File: src/rtl/usb_tx_nrzi_stuff_if.sv
// Serial bit handshake between the TX shift register and the USB line encoder.
// Latency: none, plain wires.
// Backpressure: d_ready is driven by the encoder and only pulses at bit boundaries.
interface usb_tx_nrzi_stuff_if;
  logic d_orig;
  logic d_valid;
  logic eop_req;
  logic d_ready;

  modport master (
    output d_orig,
    output d_valid,
    output eop_req,
    input  d_ready
  );

  modport slave (
    input  d_orig,
    input  d_valid,
    input  eop_req,
    output d_ready
  );
endinterface

File: src/rtl/usb_tx_nrzi_stuff.sv
// USB full-speed TX line encoder: bit stuffing, NRZI, EOP generation, underrun flag.
// Latency: a bit taken at edge N drives the lines from edge N for CLKS_PER_BIT clocks.
// Backpressure: d_ready asserts only at a free bit boundary; a stuffed bit stalls one period.
module usb_tx_nrzi_stuff #(
  parameter int CLKS_PER_BIT = 4,
  parameter int STUFF_LEN    = 6,
  parameter int EOP_SE0_BITS = 2
) (
  input  logic              clk,
  input  logic              n_rst,
  usb_tx_nrzi_stuff_if.slave tx,
  output logic              d_plus,
  output logic              d_minus,
  output logic              tx_active,
  output logic              stuff_bit,
  output logic              eop_done,
  output logic              tx_err
);

  localparam int CW = (CLKS_PER_BIT > 1) ? $clog2(CLKS_PER_BIT) : 1;
  localparam int OW = $clog2(STUFF_LEN + 1);
  localparam int EW = (EOP_SE0_BITS > 1) ? $clog2(EOP_SE0_BITS) : 1;

  localparam logic [CW-1:0] BIT_LAST = CW'(CLKS_PER_BIT - 1);
  localparam logic [OW-1:0] ONES_MAX = OW'(STUFF_LEN);
  localparam logic [EW-1:0] SE0_LAST = EW'(EOP_SE0_BITS - 1);

  typedef enum logic [1:0] {
    IDLE,
    DATA,
    EOP_SE0,
    EOP_J
  } state_t;

  state_t        state, state_nxt;
  logic [CW-1:0] bit_cnt, bit_cnt_nxt;
  logic [OW-1:0] ones_cnt, ones_nxt;
  logic [EW-1:0] se0_cnt, se0_nxt;
  logic          dp_nxt, dm_nxt;
  logic          active_nxt, stuff_nxt, done_nxt, err_nxt;
  logic          ready;
  logic          boundary;
  logic          nrzi_lvl;

  // While DATA is on the wire d_plus is the current NRZI level, so it doubles
  // as the encoder state; in IDLE it is J (1), which is the required start level.
  assign boundary = (state == IDLE) || (bit_cnt == BIT_LAST);
  assign nrzi_lvl = tx.d_orig ? d_plus : ~d_plus;
  assign tx.d_ready = ready;

  // Next-state, line levels and pulse decisions at each bit boundary.
  always_comb begin
    state_nxt   = state;
    bit_cnt_nxt = boundary ? '0 : bit_cnt + 1'b1;
    ones_nxt    = ones_cnt;
    se0_nxt     = se0_cnt;
    dp_nxt      = d_plus;
    dm_nxt      = d_minus;
    active_nxt  = tx_active;
    stuff_nxt   = 1'b0;
    done_nxt    = 1'b0;
    err_nxt     = 1'b0;
    ready       = 1'b0;

    case (state)
      IDLE: begin
        dp_nxt   = 1'b1;
        dm_nxt   = 1'b0;
        ones_nxt = '0;
        if (tx.d_valid) begin
          ready      = 1'b1;
          state_nxt  = DATA;
          active_nxt = 1'b1;
          dp_nxt     = nrzi_lvl;
          dm_nxt     = ~nrzi_lvl;
          ones_nxt   = tx.d_orig ? OW'(1) : '0;
        end
      end

      DATA: begin
        if (boundary) begin
          if (ones_cnt == ONES_MAX) begin
            // Stuffed zero: always a toggle, takes priority even over EOP so
            // the final run of ones is broken before SE0.
            stuff_nxt = 1'b1;
            ones_nxt  = '0;
            dp_nxt    = ~d_plus;
            dm_nxt    = d_plus;
          end else if (tx.eop_req) begin
            state_nxt = EOP_SE0;
            se0_nxt   = '0;
            ones_nxt  = '0;
            dp_nxt    = 1'b0;
            dm_nxt    = 1'b0;
          end else if (tx.d_valid) begin
            ready    = 1'b1;
            dp_nxt   = nrzi_lvl;
            dm_nxt   = ~nrzi_lvl;
            ones_nxt = tx.d_orig ? ones_cnt + 1'b1 : '0;
          end else begin
            // Underrun: nothing to send, abort the packet with an EOP.
            err_nxt   = 1'b1;
            state_nxt = EOP_SE0;
            se0_nxt   = '0;
            ones_nxt  = '0;
            dp_nxt    = 1'b0;
            dm_nxt    = 1'b0;
          end
        end
      end

      EOP_SE0: begin
        if (boundary) begin
          if (se0_cnt == SE0_LAST) begin
            state_nxt = EOP_J;
            dp_nxt    = 1'b1;
            dm_nxt    = 1'b0;
          end else begin
            se0_nxt = se0_cnt + 1'b1;
          end
        end
      end

      EOP_J: begin
        if (boundary) begin
          state_nxt  = IDLE;
          done_nxt   = 1'b1;
          active_nxt = 1'b0;
        end
      end

      default: begin
        state_nxt = IDLE;
        dp_nxt    = 1'b1;
        dm_nxt    = 1'b0;
      end
    endcase
  end

  // State, counters, registered lines and pulses; reset forces IDLE with line J.
  always_ff @(posedge clk) begin
    if (!n_rst) begin
      state     <= IDLE;
      bit_cnt   <= '0;
      ones_cnt  <= '0;
      se0_cnt   <= '0;
      d_plus    <= 1'b1;
      d_minus   <= 1'b0;
      tx_active <= 1'b0;
      stuff_bit <= 1'b0;
      eop_done  <= 1'b0;
      tx_err    <= 1'b0;
    end else begin
      state     <= state_nxt;
      bit_cnt   <= bit_cnt_nxt;
      ones_cnt  <= ones_nxt;
      se0_cnt   <= se0_nxt;
      d_plus    <= dp_nxt;
      d_minus   <= dm_nxt;
      tx_active <= active_nxt;
      stuff_bit <= stuff_nxt;
      eop_done  <= done_nxt;
      tx_err    <= err_nxt;
    end
  end

endmodule

File: src/flat_wrapper.sv
// flat-port wrapper written by rule: the top's interface ports become plain ports
module usb_tx_nrzi_stuff_flat 
#(
  parameter int CLKS_PER_BIT = 4,
  parameter int STUFF_LEN    = 6,
  parameter int EOP_SE0_BITS = 2
)
  (clk, n_rst, d_plus, d_minus, tx_active, stuff_bit, eop_done, tx_err, tx_d_orig, tx_d_valid, tx_eop_req, tx_d_ready);
  usb_tx_nrzi_stuff_if tx_i ();
  input  logic clk;
  input  logic n_rst;
  output logic d_plus;
  output logic d_minus;
  output logic tx_active;
  output logic stuff_bit;
  output logic eop_done;
  output logic tx_err;
  input wire logic [$bits(tx_i.d_orig)-1:0] tx_d_orig;
  input wire logic [$bits(tx_i.d_valid)-1:0] tx_d_valid;
  input wire logic [$bits(tx_i.eop_req)-1:0] tx_eop_req;
  output wire logic [$bits(tx_i.d_ready)-1:0] tx_d_ready;
  assign tx_i.d_orig = tx_d_orig;
  assign tx_i.d_valid = tx_d_valid;
  assign tx_i.eop_req = tx_eop_req;
  assign tx_d_ready = tx_i.d_ready;
  usb_tx_nrzi_stuff #(.CLKS_PER_BIT(CLKS_PER_BIT), .STUFF_LEN(STUFF_LEN), .EOP_SE0_BITS(EOP_SE0_BITS)) u_core (.clk(clk), .n_rst(n_rst), .tx(tx_i), .d_plus(d_plus), .d_minus(d_minus), .tx_active(tx_active), .stuff_bit(stuff_bit), .eop_done(eop_done), .tx_err(tx_err));
endmodule
File: config.mk
export PLATFORM = sky130hd
export DESIGN_NAME = usb_tx_nrzi_stuff_flat
export DESIGN_NICKNAME = d
export VERILOG_FILES = /design/src/rtl/usb_tx_nrzi_stuff_if.sv /design/src/rtl/usb_tx_nrzi_stuff.sv /design/src/flat_wrapper.sv
export SDC_FILE = /design/constraint.sdc
export NUM_CORES = 1
export LEC_CHECK = 0
export ABC_AREA = 1
export BUFFER_PORTS_ARGS = -buffer_cell sky130_fd_sc_hd__buf_2
export CAP_MARGIN = 15
export CORE_MARGIN = 1.5
export CORE_UTILIZATION = 45
export DETAILED_ROUTE_END_ITERATION = 12
export PLACE_DENSITY = 0.68
export SLEW_MARGIN = 20
export SYNTH_ARGS = -nofsm -noshare
export SYNTH_HDL_FRONTEND = slang
export SYNTH_SLANG_ARGS = --single-unit
File: constraint.sdc
create_clock -name clk -period 1.47 [get_ports clk]
set_clock_uncertainty 0.15 [all_clocks]
set_input_delay 0.294 -clock clk [delete_from_list [all_inputs] [get_ports clk]]
set_output_delay 0.294 -clock clk [all_outputs]
set_load 0.01 [all_outputs]
After elaboration in Yosys (flattened, before gate mapping)
Index checks and enable logic that the tools add are counted.
{"block": "word_totals", "inputBits": 5, "out_inout_bits": 7, "ff_bits": 14}
{"block": "op_classes", "n_addsub": 3, "n_mux": 51, "bitwise": 5, "n_eq_ne": 12, "reduce_logical": 15}
{"operator": "$mux 1", "count": 30}
{"operator": "$mux 3", "count": 6}
{"operator": "$mux 2", "count": 8}
{"operator": "$ne 2x1->1 const B", "count": 4}
{"operator": "$pmux 2 s4", "count": 1}
{"operator": "$reduce_and 7->1", "count": 1}
{"operator": "$eq 2x2->1 const B", "count": 3}
{"operator": "$pmux 1 s2", "count": 3}
{"operator": "$pmux 1 s3", "count": 2}
{"operator": "$pmux 3 s2", "count": 1}
{"operator": "$reduce_and 3->1", "count": 2}
{"operator": "$reduce_bool 2->1", "count": 3}
{"operator": "$not 1->1", "count": 5}
{"operator": "$reduce_and 5->1", "count": 1}
{"operator": "$reduce_or 5->1", "count": 1}
{"operator": "$ne 2x2->1 const B", "count": 2}
{"operator": "$reduce_and 2->1", "count": 2}
{"operator": "$reduce_and 4->1", "count": 1}
{"operator": "$add 3x1->3 const B", "count": 1}
{"operator": "$eq 3x3->1 const B", "count": 1}
{"operator": "$ne 3x3->1 const B", "count": 1}
{"operator": "$reduce_bool 3->1", "count": 1}
{"operator": "$add 2x1->2 const B", "count": 1}
{"operator": "$eq 2x1->1 const B", "count": 1}
{"operator": "other kinds (4)", "count": 4}

Longest topological paths before layout
Gate-level depths: netlist of run 1.
{"block": "logic_depth", "ltp_word": 8, "mapped_depth": 13, "mapped_depth_nobuf": 13}

Least setup slack after synthesis of run 1
OpenSTA, ideal clock, no wires.
{"block": "synth_path", "path_type": "register to output", "from": "register u_core.ones_cnt[0]", "to": "output port tx_d_ready", "stages_incl_launch_ff": 6, "arrival_ps": 1152, "path_buffers": 0, "path_slack_ps": -126, "path_cell_list": "dfxtp_1 -> inv_1 -> ha_1 -> a21oi_1 -> nand3_2 -> a21oi_1"}
{"block": "synth_via", "elab_chain_cells": 4}
{"item": "start: declaration", "line": "usb_tx_nrzi_stuff.sv:37", "text": "logic [OW-1:0] ones_cnt, ones_nxt;"}
{"item": "start signal: assignment", "line": "usb_tx_nrzi_stuff.sv:156", "text": "ones_cnt <= ones_nxt;"}
{"item": "$eq 3x3->1", "line": "usb_tx_nrzi_stuff.sv:82", "text": "if (ones_cnt == ONES_MAX) begin"}
{"item": "$mux 1", "line": "usb_tx_nrzi_stuff.sv:82"}
{"item": "$mux 1", "line": "usb_tx_nrzi_stuff.sv:81", "text": "if (boundary) begin"}
{"item": "$pmux 1 s2", "line": "usb_tx_nrzi_stuff.sv:65", "text": "case (state)"}
{"item": "end: declaration", "line": "flat_wrapper.sv:21", "text": "output wire logic [$bits(tx_i.d_ready)-1:0] tx_d_ready;"}
Every way passes these cells.

Worst setup path in the final report of run 1
Same ends and word-level chain as after synthesis.

==> results.toml, run 1 <==
[yosys]
netlist_area_um2 = 846
synth_top_area_share_pct = 33.1
syn_avg_cell_area_um2 = 7.17
syn_nets = 131
seq_area_frac_synth_pct = 33.1
ys.warnings.count = 0
netlist_instances = 118
synthDistinctLibCells = 21
ys_seq_elements = 14
synth.area.top_cells = "dfxtp_1, nand2_1, ha_1, inv_1, nor2_1"
synth_top_cell_by_area = "dfxtp_1"

[clock_tree]
path_clk_slew_ns = 0.09
cts-root-buf = "clkbuf_4"
holdBufCountCts = 0
clkSinkCount = 14
htree_num_levels = 1
clockBufferDepth = 2
cts_tree = "yes"
worstSkewPairLatency_ns = 0.29
cts_made_buffers = 3

[place]
placed_area_um2 = 1060
port_buffers = 11
finalWeightedCongestion = 0.867
post-place-ws_ns = -0.100
place_hpwl_mm = 1.38

[run]
drv_cap = 0

[worst_setup_path]
crit_slowest_cell = "dfxtp_2"
critPathKind = "reg -> out"
cp-startpoint = "u_core.ones_cnt[0]"
crit_fanout = 2
critPathMaxStageDelay_ns = 0.34
critPathBufInv = 2
cp_num_cells = 6
arrival_ns = 1.37
start_kind = "flip-flop"
r2r_slack_ns = -0.19
cp_cell_sequence = "inv_2, ha_4, a21oi_4, nand3_2, a21oi_2, buf_2"
cp_data_required_time_ns = 1.03
endpoint = "tx_d_ready"
r2r_cells = 10
cp_top_family = "flip-flops"
r2r_start = "u_core.state[0]"
cp-end-kind = "primary output"
r2r_end = "u_core.state[0]"

[routing]
totalWireLength_mm = 2.26
ant_nets = 0
drc = 0
vias = 890
wl_per_cell_um = 12.4
viasPerCell = 4.89
drt_first_iter_violations = 22
firstDrtPassIters = 4

[power]
p_switching_w = 0.000989
p_comb_share_pct = 62.8
leakage_nw = 0.667
clockPowerShare_pct = 12.7
power.density_nw_per_um2 = 1800
internal_power_w = 0.00133
ir_drop_mv = 1.02
seqPwrFrac_pct = 24.5
p_sw_share_pct = 42.7
p_total_w = 0.00232

[finish]
drive_above_1_share_pct = 53.5
num_antenna_cells = 0
stdcell_area_um2 = 1290
regArea_um2 = 288
postLayoutCoreUtil_pct = 73.9
multiInputGateArea_um2 = 587
fin_nets = 171
fillers = 127
syn_to_final_growth_pct = 52.5

[sta]
fin_ws_ns = -0.344
finalWorstPathRequiredPeriod_ns = 1.81
finalHoldViolCount = 0
fmax_mhz = 551
worst_slew_pin_slew_ns = 0.245
final-setup-viol-count = 9
rsz0062_at_grt = "true"
setup_tns_ns = -1.33
min_period_over_period_pct = 123
slew_headroom_pct = 83.6
slew_violations = 0

[status]
violations = "setup timing"
status = "complete, but fails checks"

[global_route]
antenna_found_initial = 0
grt_pass1_vias = 810
grt_overflow = 0
grt_pass1_wl_mm = 3.36
grt_usage_pct = 22.6
grt_max_degree = 10

[die]
initial_core_util_pct = 48.5
rows = 15
die_area_um2 = 2150
coreArea_um2 = 1750
ioPinCount = 12
die_x_um = 46.4
die_h_um = 46.4

[hold_path]
timing.hold.worst.class = "in -> reg"
min_from = "tx_d_valid"
min_path_cells = 2
[how the worst min path moves through the flow]
stage	to	slack (ns)
after floorplan	u_core.tx_err	0.22
after global placement	u_core.bit_cnt[0]	0.26
after detailed placement	u_core.bit_cnt[0]	0.27
after CTS	u_core.tx_err	0.1
after global routing	u_core.tx_err	0.09
final	u_core.tx_err	0.1
[logic make-up after synthesis]
kind of cell / Yosys count / share of synthesized area [%]
DFF: 14 / 33.1
buffers and inverters: 21 / 10.7
AOI/OAI and AO/OA: 16 / 11.2
and+or+nand+nor: 58 / 32.1
adders and majority gates: 8 / 11.8
xor gates and xnor gates: 1 / 1.04
[cell usage after synthesis]
master	n
or2_1	1
buf_8	1
and3_2	1
nand2_2	1
o21ai_1	3
o21ai_2	3
nor2_2	5
nand2_1	27
nor2_1	11
dfxtp_1	14
xor2_1	1
nand3_1	5
nor3_1	4
inv_1	14
nand3_2	1
inv_2	6
a21oi_1	8
o21ai_0	1
nor2_4	2
a311oi_1	1
ha_1	8
[cells in the final DEF (no fill, tap or decap), types with 4 or more instances in the layout]
cell type  netlist  final
a21oi_2          0      4
buf_2            0     11
buf_4            0     20
buf_6            0      4
dfxtp_1         14     10
ha_1             8      5
inv_1           14     11
inv_2            6      8
nand2_1         27     22
nand2_2          1      5
nand3_1          5      4
nor2_1          11     11
nor2_2           5      4
o21ai_2          3      4
[through the flow]
step                      hold WS [ns]  std cells
after global routing            0.0890        182
final                           0.0952        182
after detailed placement         0.266        167
after floorplan                  0.223        118
after CTS                       0.0952        180
after global placement           0.261        167
[power by group through the flow]
stage          Clock (W)  Combinational [W]  Sequential, W
6_report        0.000294            0.00146       0.000568
3_3_place_gp           0            0.00112       0.000562
2_1_floorplan          0           0.000760       0.000583
4_1_cts         0.000290            0.00130       0.000562
5_1_grt         0.000313            0.00160       0.000581
3_5_place_dp           0            0.00114       0.000564
[routing by layer]
layer,global-route usage [%],vias to the layer above,share of wire (%)
met2,33.3,22,46
met3,5.10,6,3.7
met4,14.3,0,2.0
met1,29.4,417,48
met5,0,-,0
li1,-,445,-
[area by class of cell]
type / instances / area share (%)
multi-input cells: 83 / 45.5
flip-flops and latches: 14 / 22.3
repair buffers: 36 / 21.0
inverters: 20 / 6.01
clock buffers: 4 / 2.81
well taps: 25 / 2.42
[sequential cells by signal, summed over array words and instances (netlist names)]
name,count
u_core.ones_cnt,3
u_core.bit_cnt,2
u_core.state,2
u_core.d_minus,1
u_core.d_plus,1
u_core.eop_done,1
u_core.se0_cnt,1
u_core.stuff_bit,1
u_core.tx_active,1
u_core.tx_err,1
[timing repair]
action,4_1_cts,5_1_grt
pin swaps,8,6
setup endpoints to repair,9,11
setup buffers,11,5
resized for setup,15,14
hold endpoints to repair,0,0
Power figures use the tool's default switching activity.
==> inputs of run 2 (changes only) <==
Settings changed: PLACE_DENSITY 0.68 to 0.65, REMOVE_ABC_BUFFERS from default to 1, SLEW_MARGIN 20 to default.
Clock period 1.47 ns to 2.1 ns, I/O delays scaled along.
==> run 2 against run 1 <==
The run now ends clean. Wire length is 19% lower. Flip-flop and latch count stayed put. Largest power group unchanged. Global-route usage is 3.7 points lower.
==> results.toml, run 2 (same netlist as run 1, synthesis figures left out) <==
[place]
post-place-ws_ns = 0.203
finalWeightedCongestion = 0.854
place_hpwl_mm = 1.30
port_buffers = 11

[die]
coreArea_um2 = 1750
die_h_um = 46.4
rows = 15
die_x_um = 46.4
die_area_um2 = 2150
initial_core_util_pct = 48.5
ioPinCount = 12

[sta]
fmax_mhz = 495
finalHoldViolCount = 0
fin_ws_ns = 0.0784
worst_slew_pin_slew_ns = 0.226
finalWorstPathRequiredPeriod_ns = 2.02
final-setup-viol-count = 0
min_period_over_period_pct = 96.3
slew_violations = 0
slew_headroom_pct = 85.0

[power]
clockPowerShare_pct = 15.2
seqPwrFrac_pct = 30.3
p_sw_share_pct = 43.6
p_comb_share_pct = 54.5
leakage_nw = 0.543
internal_power_w = 0.000738
ir_drop_mv = 0.648
p_switching_w = 0.000570
power.density_nw_per_um2 = 1290
p_total_w = 0.00131

[routing]
totalWireLength_mm = 1.84
drc = 0
drt_first_iter_violations = 31
wl_met2_um = 866
m1WireLength_um = 833
vias = 780
top_layer = "met4"
wl_met3_um = 93
viasPerCell = 4.81
firstDrtPassIters = 4
ant_nets = 0
wl_per_cell_um = 11.3

[global_route]
antenna_found_initial = 0
grt_max_degree = 10
grt_usage_pct = 18.9
grt_pass1_vias = 656
grt_pass1_wl_mm = 2.80
grt_overflow = 0

[worst_setup_path]
cp_cell_sequence = "inv_1, ha_2, nand3_2, a21oi_1, buf_2"
crit_fanout = 8
critPathKind = "reg -> out"
arrival_ns = 1.45
cp-end-kind = "primary output"
critPathMaxStageDelay_ns = 0.35
critPathBufInv = 2
start_kind = "flip-flop"
crit_slowest_cell = "dfxtp_2"
cp_top_family = "flip-flops"
cp_data_required_time_ns = 1.53

[clock_tree]
worstSkewPairLatency_ns = 0.28
path_clk_slew_ns = 0.09
clockBufferDepth = 2
cts_made_buffers = 3
htree_num_levels = 1
cts-root-buf = "clkbuf_4"
cts_tree = "yes"
clkSinkCount = 14

[finish]
syn_to_final_growth_pct = 20.1
num_antenna_cells = 0
drive_above_1_share_pct = 33.6
largest_reg_flops = 3
reg.largest.list = "u_core.ones_cnt (3), u_core.bit_cnt (2), u_core.state (2)"
regMostFlops = "u_core.ones_cnt"
final_cell_mix = "nand2_1, inv_1, nor2_1, buf_2, dfxtp_1"
fin_nets = 151
final_common_cell = "nand2_1"

[hold_path]
timing.hold.worst.class = "in -> reg"

[run]
drv_cap = 0

[status]
status = "complete, no violations"
## run 2: layer usage
metal | GRT usage [%] | vias up
met1 | 23.7 | 342
li1 | - | 407
met5 | 0 | -
met3 | 3.53 | 5
met2 | 29.4 | 26
met4 | 11.4 | 0
## run 2: power by group through the flow
stage	combinational, W	clock [W]	sequential, W
after floorplan	0.000491	0	0.000399
after global placement	0.000619	0	0.000394
after detailed placement	0.000628	0	0.000399
after CTS	0.000646	0.000203	0.000396
after global routing	0.000810	0.000212	0.000407
final	0.000713	0.000198	0.000396
## run 2: per-stage QoR
step / hold WS, ns / cells / utilization [%] / TNS [ns] / cell area, um2
2_1_floorplan: 0.254 / 117 / - / 0 / 831
3_3_place_gp: 0.295 / 153 / 52.5 / 0 / 917
3_5_place_dp: 0.307 / 153 / 52.5 / 0 / 917
4_1_cts: 0.220 / 158 / 55.4 / 0 / 967
5_1_grt: 0.224 / 162 / 58.2 / -0.00206 / 1020
6_report: 0.227 / 162 / 58.2 / 0 / 1020
## run 2: final timing paths
check             cells after the start  slack, ns           endpoint         startpoint
hold reg to reg                       1       0.32  u_core.bit_cnt[0]  u_core.bit_cnt[0]
hold / removal                        2       0.23      u_core.tx_err         tx_d_valid
setup / recovery                      5       0.08         tx_d_ready    u_core.state[1]
setup reg to reg                     11       0.45    u_core.state[0]    u_core.state[0]
## run 2: final cells by class
type / count / area [um2]
multi-input cells: 83 / 497
repair buffers: 16 / 92.6
flip-flops and latches: 14 / 284
clock buffers: 4 / 36.3
inverters: 20 / 75.1
well taps: 25 / 31.3
fillers: 181 / 729
## run 2: what timing repair did
item	4_1_cts	5_1_grt
endpoints found under the setup margin	1	1
buffers inserted	1	4
hold buffers	0	0
resized for setup	3	5
pin swaps	1	2
==> inputs of run 3 (changes only) <==
Settings changed: CAP_MARGIN 15 to default, CTS_CLUSTER_DIAMETER from default to 50, GPL_TIMING_DRIVEN from default to 0.
==> run 3 against run 2 <==
Power shrank 5.0%. Critical path type unchanged. Final cell count down 1.9%. Count of clock-buffer cells in the layout shrank 1. First-iteration DRC count is 71% lower.
==> results.toml, run 3 (same netlist as run 1, synthesis figures left out) <==
[clock_tree]
cts-root-buf = "clkbuf_4"
cts_made_buffers = 3
worstSkewPairLatency_ns = 0.28
clkSinkCount = 14
path_clk_slew_ns = 0.08
clockBufferDepth = 2
cts_tree = "yes"
htree_num_levels = 1

[status]
status = "complete, no violations"

[sta]
slew_violations = 0
min_period_over_period_pct = 95.4
final-setup-viol-count = 0
timing.hold.ws_ns = 0.256
finalHoldViolCount = 0
fmax_mhz = 499
worst_slew_pin_slew_ns = 0.212
rsz0062_at_grt = "false"
slew_headroom_pct = 85.9
finalWorstPathRequiredPeriod_ns = 2.00
setup_tns_ns = 0

[place]
port_buffers = 11
finalWeightedCongestion = 0.841
place_hpwl_mm = 1.22

[worst_setup_path]
critPathKind = "reg -> out"
start_kind = "flip-flop"
critPathBufInv = 2
crit_slowest_cell = "dfxtp_2"
cp-end-kind = "primary output"
crit_fanout = 3
cp_data_required_time_ns = 1.53
arrival_ns = 1.43
r2r_slack_ns = 0.43
critPathMaxStageDelay_ns = 0.35
path_common_cell = "a21oi_2"
cp_num_cells = 6
cp_cell_sequence = "inv_1, ha_1, a21oi_2, nand3_2, a21oi_2, buf_2"
cp_top_family = "flip-flops"
r2r_cells = 11

[global_route]
antenna_found_initial = 0
use_met1_pct = 23.6
grt_usage_pct = 18.5
grt_max_degree = 10
grt_pass1_vias = 701
busiest_layer = "met2"
grt_pass1_wl_mm = 2.81
use_met2_pct = 30.6
grt_overflow = 0
use_met3_pct = 2.35

[die]
die_h_um = 46.4
die_x_um = 46.4
die_area_um2 = 2150
ioPinCount = 12
rows = 15
initial_core_util_pct = 48.5
coreArea_um2 = 1750

[finish]
regMostFlops = "u_core.ones_cnt"
syn_to_final_growth_pct = 16.7
fin_nets = 149
final_common_cell = "nand2_1"
num_antenna_cells = 0
multiInputGateArea_um2 = 498
largest_reg_flops = 3
drive_above_1_share_pct = 32.8
regArea_um2 = 283
final_cell_mix = "nand2_1, inv_1, dfxtp_1"
reg.largest.list = "u_core.ones_cnt (3), u_core.bit_cnt (2), u_core.state (2)"
postLayoutCoreUtil_pct = 56.6
fillers = 174

[power]
p_total_w = 0.00124
ir_drop_mv = 0.631
clockPowerShare_pct = 12.2
p_switching_w = 0.000554
p_comb_share_pct = 55.8
internal_power_w = 0.000688
leakage_nw = 0.526
p_sw_share_pct = 44.6
seqPwrFrac_pct = 32.0
power.density_nw_per_um2 = 1260

[routing]
drt_first_iter_violations = 9
wl_per_cell_um = 10.2
ant_nets = 0
totalWireLength_mm = 1.63
viasPerCell = 4.70
drc = 0
firstDrtPassIters = 4
vias = 748

[hold_path]
timing.hold.worst.class = "in -> reg"
min_path_cells = 2

[run]
drv_cap = 0
run 3: per-stage QoR:
| step | setup WS, ns | area (um2) | std cells |
|---|---|---|---|
| after global placement | 0.144 | 917 | 153 |
| after detailed placement | 0.118 | 917 | 153 |
| after CTS | 0.0152 | 975 | 158 |
| after global routing | 0.00455 | 987 | 159 |
| final | 0.0971 | 987 | 159 |
| after floorplan | 0.378 | 831 | 117 |
run 3: worst register-to-register path: cells and delay by family (launching register included):
| family | cells | cell delay [ns] |
|---|---|---|
| flip-flops | 1 | 0.43 |
| adder cells (fa/ha/maj) | 1 | 0.19 |
| AND/OR/NAND/NOR | 4 | 0.32 |
| AO/OA/AOI/OAI | 2 | 0.17 |
| buffers and inverters | 4 | 0.33 |
run 3: layout make-up:
cell class,instances,area share (%)
Clock buffer,3,2.28
Inverter,20,7.60
Multi-Input combinational cell,83,50.4
Sequential cell,14,28.6
Tap cell,25,3.17
Timing Repair Buffer,14,7.86
run 3: final timing paths:
path / endpoint / startpoint
max reg2reg: u_core.state[0] / u_core.state[1]
min reg2reg: u_core.bit_cnt[0] / u_core.bit_cnt[0]
max: tx_d_ready / u_core.ones_cnt[0]
min: u_core.tx_err / tx_d_valid
run 3: what timing repair did:
action / in CTS / in global routing
setup buffers: 2 / 1
gates resized for setup: 5 / 4
hold buffers: 0 / 0
pin swaps: 2 / 2
setup endpoints to repair: 1 / 1
run 3: power groups by stage:
stage | clock, W | sequential (W) | combinational (W)
finish | 0.000152 | 0.000397 | 0.000693
floorplan | 0 | 0.000399 | 0.000491
CTS | 0.000159 | 0.000394 | 0.000684
detailed placement | 0 | 0.000397 | 0.000629
global placement | 0 | 0.000397 | 0.000616
global route | 0.000169 | 0.000408 | 0.000797
run 3: routing by layer:
metal	up-vias	routed length [um]
met3	4	49
met4	0	25
met5	-	0
met1	334	833
li1	400	-
met2	10	717
